**config.mk**
```make
export PLATFORM = sky130hd
export DESIGN_NAME = wb_regfile_flat
export DESIGN_NICKNAME = d
export VERILOG_FILES = /design/src/rtl/wb_regfile_if.sv /design/src/rtl/wb_regfile.sv /design/src/flat_wrapper.sv
export SDC_FILE = /design/constraint.sdc
export NUM_CORES = 2
export LEC_CHECK = 0
export CAP_MARGIN = 40
export CELL_PAD_IN_SITES_DETAIL_PLACEMENT = 1
export CELL_PAD_IN_SITES_GLOBAL_PLACEMENT = 1
export CORE_UTILIZATION = 45
export CTS_BUF_LIST = sky130_fd_sc_hd__clkbuf_8
export DETAILED_ROUTE_END_ITERATION = 8
export PLACE_DENSITY = 0.74
export SETUP_SLACK_MARGIN = 0.1
export SKIP_CTS_REPAIR_TIMING = 1
export SYNTH_ARGS = -nofsm -noshare
export SYNTH_HDL_FRONTEND = slang
export SYNTH_SLANG_ARGS = --single-unit
```
**constraint.sdc**
```tcl
create_clock -name clk -period 5.8 [get_ports clk]
set_clock_uncertainty 0.2 [all_clocks]
set_input_delay 0.58 -clock clk [delete_from_list [all_inputs] [get_ports clk]]
set_output_delay 0.58 -clock clk [all_outputs]
set_load 0.05 [all_outputs]
```
**src/rtl/wb_regfile_if.sv**
```systemverilog
// Writeback-side bus for wb_regfile: MEM/WB inputs, decode/debug read ports,
// and the forwarding/status outputs. The master drives the pipeline side.
interface wb_regfile_if #(
    parameter int DATA_W = 32,
    parameter int CNT_W  = 32,
    parameter int IDX_W  = 5
);
    // RegWrite qualifies a writeback; with RegWrite low the data, mux select
    // and destination index carry no meaning and may hold any value.
    logic              MemtoReg;
    logic              RegWrite;
    logic [DATA_W-1:0] ReadData;
    logic [DATA_W-1:0] ALUResult;
    logic [31:0]       WriteRegister;
    logic [IDX_W-1:0]  rs_addr;
    logic [IDX_W-1:0]  rt_addr;
    logic [IDX_W-1:0]  dbg_addr;
    logic [DATA_W-1:0] rs_data;
    logic [DATA_W-1:0] rt_data;
    logic [DATA_W-1:0] dbg_data;
    logic [DATA_W-1:0] wb_data;
    logic              wb_valid;
    logic [CNT_W-1:0]  retire_cnt;

    modport master (
        output MemtoReg, RegWrite, ReadData, ALUResult, WriteRegister,
        output rs_addr, rt_addr, dbg_addr,
        input  rs_data, rt_data, dbg_data, wb_data, wb_valid, retire_cnt
    );

    modport slave (
        input  MemtoReg, RegWrite, ReadData, ALUResult, WriteRegister,
        input  rs_addr, rt_addr, dbg_addr,
        output rs_data, rt_data, dbg_data, wb_data, wb_valid, retire_cnt
    );
endinterface

```
**src/rtl/wb_regfile.sv**
```systemverilog
// Writeback stage: selects load data or ALU result, commits it to the GPR
// file, and serves two bypassed read ports, a raw debug port and a retire counter.
module wb_regfile #(
    parameter int DATA_W   = 32,
    parameter int NUM_REGS = 32,
    parameter int CNT_W    = 32
) (
    input  logic          clk,
    input  logic          rst_n,
    wb_regfile_if.slave   bus
);
    localparam int IDX_W = $clog2(NUM_REGS);

    logic [DATA_W-1:0] regs [NUM_REGS];
    logic [CNT_W-1:0]  cnt;
    logic [IDX_W-1:0]  widx;
    logic [DATA_W-1:0] wb_data;
    logic              wb_valid;
    logic              unused_widx_hi;

    // Upper destination bits are carried by the pipeline but never decoded.
    assign widx           = bus.WriteRegister[IDX_W-1:0];
    assign unused_widx_hi = ^bus.WriteRegister[31:IDX_W];

    assign wb_data  = bus.MemtoReg ? bus.ReadData : bus.ALUResult;
    assign wb_valid = bus.RegWrite && (widx != '0);

    always_ff @(posedge clk) begin
        if (!rst_n) begin
            for (int i = 0; i < NUM_REGS; i++) begin
                regs[i] <= '0;
            end
            cnt <= '0;
        end else if (wb_valid) begin
            regs[widx] <= wb_data;
            cnt        <= cnt + CNT_W'(1);
        end
    end

    // Write-first bypass so decode sees the value being committed this cycle.
    always_comb begin
        bus.rs_data = regs[bus.rs_addr];
        if (bus.rs_addr == '0) begin
            bus.rs_data = '0;
        end else if (wb_valid && (bus.rs_addr == widx)) begin
            bus.rs_data = wb_data;
        end
    end

    always_comb begin
        bus.rt_data = regs[bus.rt_addr];
        if (bus.rt_addr == '0) begin
            bus.rt_data = '0;
        end else if (wb_valid && (bus.rt_addr == widx)) begin
            bus.rt_data = wb_data;
        end
    end

    // Debug port shows committed array contents only.
    always_comb begin
        bus.dbg_data = regs[bus.dbg_addr];
        if (bus.dbg_addr == '0) begin
            bus.dbg_data = '0;
        end
    end

    assign bus.wb_data    = wb_data;
    assign bus.wb_valid   = wb_valid;
    assign bus.retire_cnt = cnt;
endmodule

```
**src/flat_wrapper.sv**
```systemverilog
// flat-port wrapper written by rule: the top's interface ports become plain ports
module wb_regfile_flat 
#(
    parameter int DATA_W   = 32,
    parameter int NUM_REGS = 32,
    parameter int CNT_W    = 32
)
  (clk, rst_n, bus_MemtoReg, bus_RegWrite, bus_ReadData, bus_ALUResult, bus_WriteRegister, bus_rs_addr, bus_rt_addr, bus_dbg_addr, bus_rs_data, bus_rt_data, bus_dbg_data, bus_wb_data, bus_wb_valid, bus_retire_cnt);
  wb_regfile_if #(.DATA_W(DATA_W), .CNT_W(CNT_W), .IDX_W(5)) bus_i ();
  input  logic clk;
  input  logic rst_n;
  input wire logic [$bits(bus_i.MemtoReg)-1:0] bus_MemtoReg;
  input wire logic [$bits(bus_i.RegWrite)-1:0] bus_RegWrite;
  input wire logic [$bits(bus_i.ReadData)-1:0] bus_ReadData;
  input wire logic [$bits(bus_i.ALUResult)-1:0] bus_ALUResult;
  input wire logic [$bits(bus_i.WriteRegister)-1:0] bus_WriteRegister;
  input wire logic [$bits(bus_i.rs_addr)-1:0] bus_rs_addr;
  input wire logic [$bits(bus_i.rt_addr)-1:0] bus_rt_addr;
  input wire logic [$bits(bus_i.dbg_addr)-1:0] bus_dbg_addr;
  output wire logic [$bits(bus_i.rs_data)-1:0] bus_rs_data;
  output wire logic [$bits(bus_i.rt_data)-1:0] bus_rt_data;
  output wire logic [$bits(bus_i.dbg_data)-1:0] bus_dbg_data;
  output wire logic [$bits(bus_i.wb_data)-1:0] bus_wb_data;
  output wire logic [$bits(bus_i.wb_valid)-1:0] bus_wb_valid;
  output wire logic [$bits(bus_i.retire_cnt)-1:0] bus_retire_cnt;
  assign bus_i.MemtoReg = bus_MemtoReg;
  assign bus_i.RegWrite = bus_RegWrite;
  assign bus_i.ReadData = bus_ReadData;
  assign bus_i.ALUResult = bus_ALUResult;
  assign bus_i.WriteRegister = bus_WriteRegister;
  assign bus_i.rs_addr = bus_rs_addr;
  assign bus_i.rt_addr = bus_rt_addr;
  assign bus_i.dbg_addr = bus_dbg_addr;
  assign bus_rs_data = bus_i.rs_data;
  assign bus_rt_data = bus_i.rt_data;
  assign bus_dbg_data = bus_i.dbg_data;
  assign bus_wb_data = bus_i.wb_data;
  assign bus_wb_valid = bus_i.wb_valid;
  assign bus_retire_cnt = bus_i.retire_cnt;
  wb_regfile #(.DATA_W(DATA_W), .NUM_REGS(NUM_REGS), .CNT_W(CNT_W)) u_core (.clk(clk), .rst_n(rst_n), .bus(bus_i));
endmodule
```
==> flow_summary.yaml <==
status:
  status: "complete, no violations"
cts:
  clockBufferDepth: 3
  cts_buffers: 185
  clock_latency_ps: 930
  root_buffer: "clkbuf_8"
  clk_pin_slew_ps: 60
  cts_tree: "yes"
  cts-htree-levels: 4
  clock_sinks: 1056
final_layout:
  area_growth_pct: 15.3
  final_layout_size_suffix_gt1_frac: 0.295
  nets: 4859
  nFillCells: 13501
logic_synthesis:
  synth_common_cells: "1079 x nor2_1, 1024 x edfxtp_1, 730 x mux4_2, 326 x mux2i_1, 316 x clkbuf_1"
  yosys_warnings: 0
  ys_async_sr_fraction: 0
  yosysUniqueCellTypes: 67
  netlist_area_um2: 63200
  yosysMostFrequentCell: "nor2_1"
  seq_area_frac_synth: 0.497
  ys.flop_type: "edfxtp_1"
  synth_top_area_share: 0.487
  synthTopCellsByArea: "edfxtp_1 49%, mux4_2 26%, nor2_1 6.4%, mux2i_1 5.2%, clkbuf_1 1.9%"
  synth_edf_count: 1024
  synth-seq-cells: 1056
  synthCells: 4500
  synth_area_per_cell_um2: 14.0
  yosys.area.top_type: "edfxtp_1"
sta:
  finalCritPeriodShare: 0.889
  tns_ps: 0
  drv_slew: 0
  rsz0062_at_grt: "false"
  final.min_clock_period_ps: 5160
  worst_slew_pin_slew_ps: 998
  slew_headroom: 0.335
  finalHoldViolations: 0
  setup_viol: 0
  whs_ps: 173
  fmax_mhz: 194
job:
  drv_cap: 0
power:
  combPwrFrac: 0.220
  p_int_mw: 13.8
  p_sw_mw: 6.43
  p_leak_nw: 25.8
  powerDensity_nw_per_um2: 277
  p_seq_frac: 0.452
  power_frac_clock: 0.328
  ir_drop_mv: 0.261
  swShare: 0.318
grt:
  grt-ovfl-total: 0
  grt_max_degree: 75
  grt_pass1_vias: 49894
  grt_usage: 0.404
  grt_pass1_wl_mm: 392
  antenna_found_initial: 14
critical_path:
  worstPathArrival_ps: 4380
  cp.required_ps: 5020
  r2r_start: "u_core.bus.retire_cnt[2]"
  r2r_setup_slack_ps: 3310
  crit_start: "bus_WriteRegister[3]"
  worstReg2RegEnd: "u_core.bus.retire_cnt[31]"
  critPathKind: "in -> out"
  ff2ff_path_depth: 6
  crit_fanout: 13
  start_kind: "primary input"
  end_kind: "output pin"
placement:
  dpl.hpwl_mm: 174
  place.gp.congestion: 0.929
  port_buffers: 248
die:
  start_util: 0.453
  dieWidth_um: 377
  fp.dieH_um: 377
  core-area_um2: 139000
  ios: 276
  die-area_um2: 142000
  rows: 137
worst_hold_path:
  hold_path_class: "in -> reg"
  worstHoldPathCells: 3
  hold_start: "rst_n"
  worstHoldEndpoint: "u_core.regs[7][22]"
route:
  drt_iter0_drc: 9023
  wirelength_mm: 288
  ant_nets: 0
  vias: 50546
  drc: 0
  wl_per_cell_um: 42.5
  vias_per_cell: 7.46
  first_pass_iters: 7
metrics by stage:
step | instances | cell area, µm² | util | power, mW | setup WS, ps
final | 6774 | 72800 | 0.523 | 20.2 | 644
after global routing | 6771 | 72800 | 0.522 | 20.5 | 681
after CTS | 6763 | 72800 | 0.522 | 20.0 | 830
after detailed placement | 6430 | 69400 | 0.498 | 13.5 | 885
after global placement | 6401 | 68900 | 0.494 | 13.4 | 913
after floorplan | 4531 | 63300 | - | 11.7 | 1800
power by group through the flow:
| stage | sequential (mW) | clock (mW) | combinational [mW] |
|---|---|---|---|
| 2_1_floorplan | 9.13 | 0 | 2.59 |
| 3_3_place_gp | 9.18 | 0 | 4.22 |
| 3_5_place_dp | 9.25 | 0 | 4.29 |
| 4_1_cts | 9.09 | 6.59 | 4.31 |
| 5_1_grt | 9.14 | 6.88 | 4.48 |
| 6_report | 9.12 | 6.62 | 4.44 |
metal layers:
metal	part of all wire	track usage	vias to the layer above
met2	0.43	0.585	5195
met3	0.16	0.152	1333
met1	0.32	0.497	25768
met5	0.00019	0	-
met4	0.086	0.285	8
li1	-	-	18242
layout by cell type, fill, tap and decap left out, drive strengths merged, types with 7 or more instances in the layout:
cell           Yosys  routed
clkinvlp           0       7
dfxtp             32      32
nor2            1080    1080
or2               11      11
nor3              29      29
o311a              8       8
a221o             25      25
mux2i            326     326
a211oi            45      45
xnor2             16      16
nand4              8       8
nor2b             21      21
o22ai             33      33
a21oi             71      71
nand3             12      12
a221oi           100     100
and3              28      28
diode              0       9
mux4             748     748
clkdlybuf4s50      0     175
edfxtp          1024    1024
xor2              21      21
clkbuf           316     193
a31oi             10      10
o21ai             63      63
buf              183     347
conb               1      32
nand2            152     152
a22oi             26      26
inv               40     105
clkinv             1      67
flip-flops by register name, indices dropped and copies added (netlist names):
register and flops:
u_core.bus.retire_cnt 32, u_core.regs 1024
worst max-delay path, stage by stage:
cell,delay [ps]
clkdlybuf4s50_1,430
buf_4,200
nor3_1,530
a21boi_1,380
and4_2,520
buf_4,300
nor4_1,360
a221o_1,220
clkdlybuf4s50_1,830
area by class of cell:
cell class | count | area (µm²) | area share
multi-input cells | 2935 | 29800 | 0.410
well taps | 1876 | 2350 | 0.0322
repair buffers | 524 | 5730 | 0.0786
diodes | 9 | 22.5 | 0.000309
inverters | 41 | 159 | 0.00218
clock buffers | 191 | 2630 | 0.0361
flip-flops and latches | 1056 | 31400 | 0.431
clock inverters | 142 | 703 | 0.00966
worst max path at each step:
stage                       to  slack (ps)  depth (start not counted)
2_1_floorplan  bus_rs_data[30]        1800                          9
3_3_place_gp    bus_rt_data[2]         910                          9
3_5_place_dp   bus_rs_data[13]         890                          9
4_1_cts        bus_rs_data[13]         830                          9
5_1_grt        bus_rs_data[13]         680                          9
6_report       bus_rs_data[13]         640                          9
kinds of logic (layout without fill, tap and decap cells):
| family | Yosys count | count (layout) | synth area share |
|---|---|---|---|
| compound gates | 415 | 415 | 0.0478 |
| buf+inv | 540 | 898 | 0.0423 |
| xor+xnor | 37 | 37 | 0.00513 |
| mux | 1078 | 1078 | 0.320 |
| flops | 1056 | 1056 | 0.497 |
| fa+ha+maj | 1 | 1 | 0.000198 |
| other cells | 1 | 41 | 0.0000594 |
| simple gates | 1372 | 1372 | 0.0874 |
Note: power is estimated with default switching activity, not from simulation.
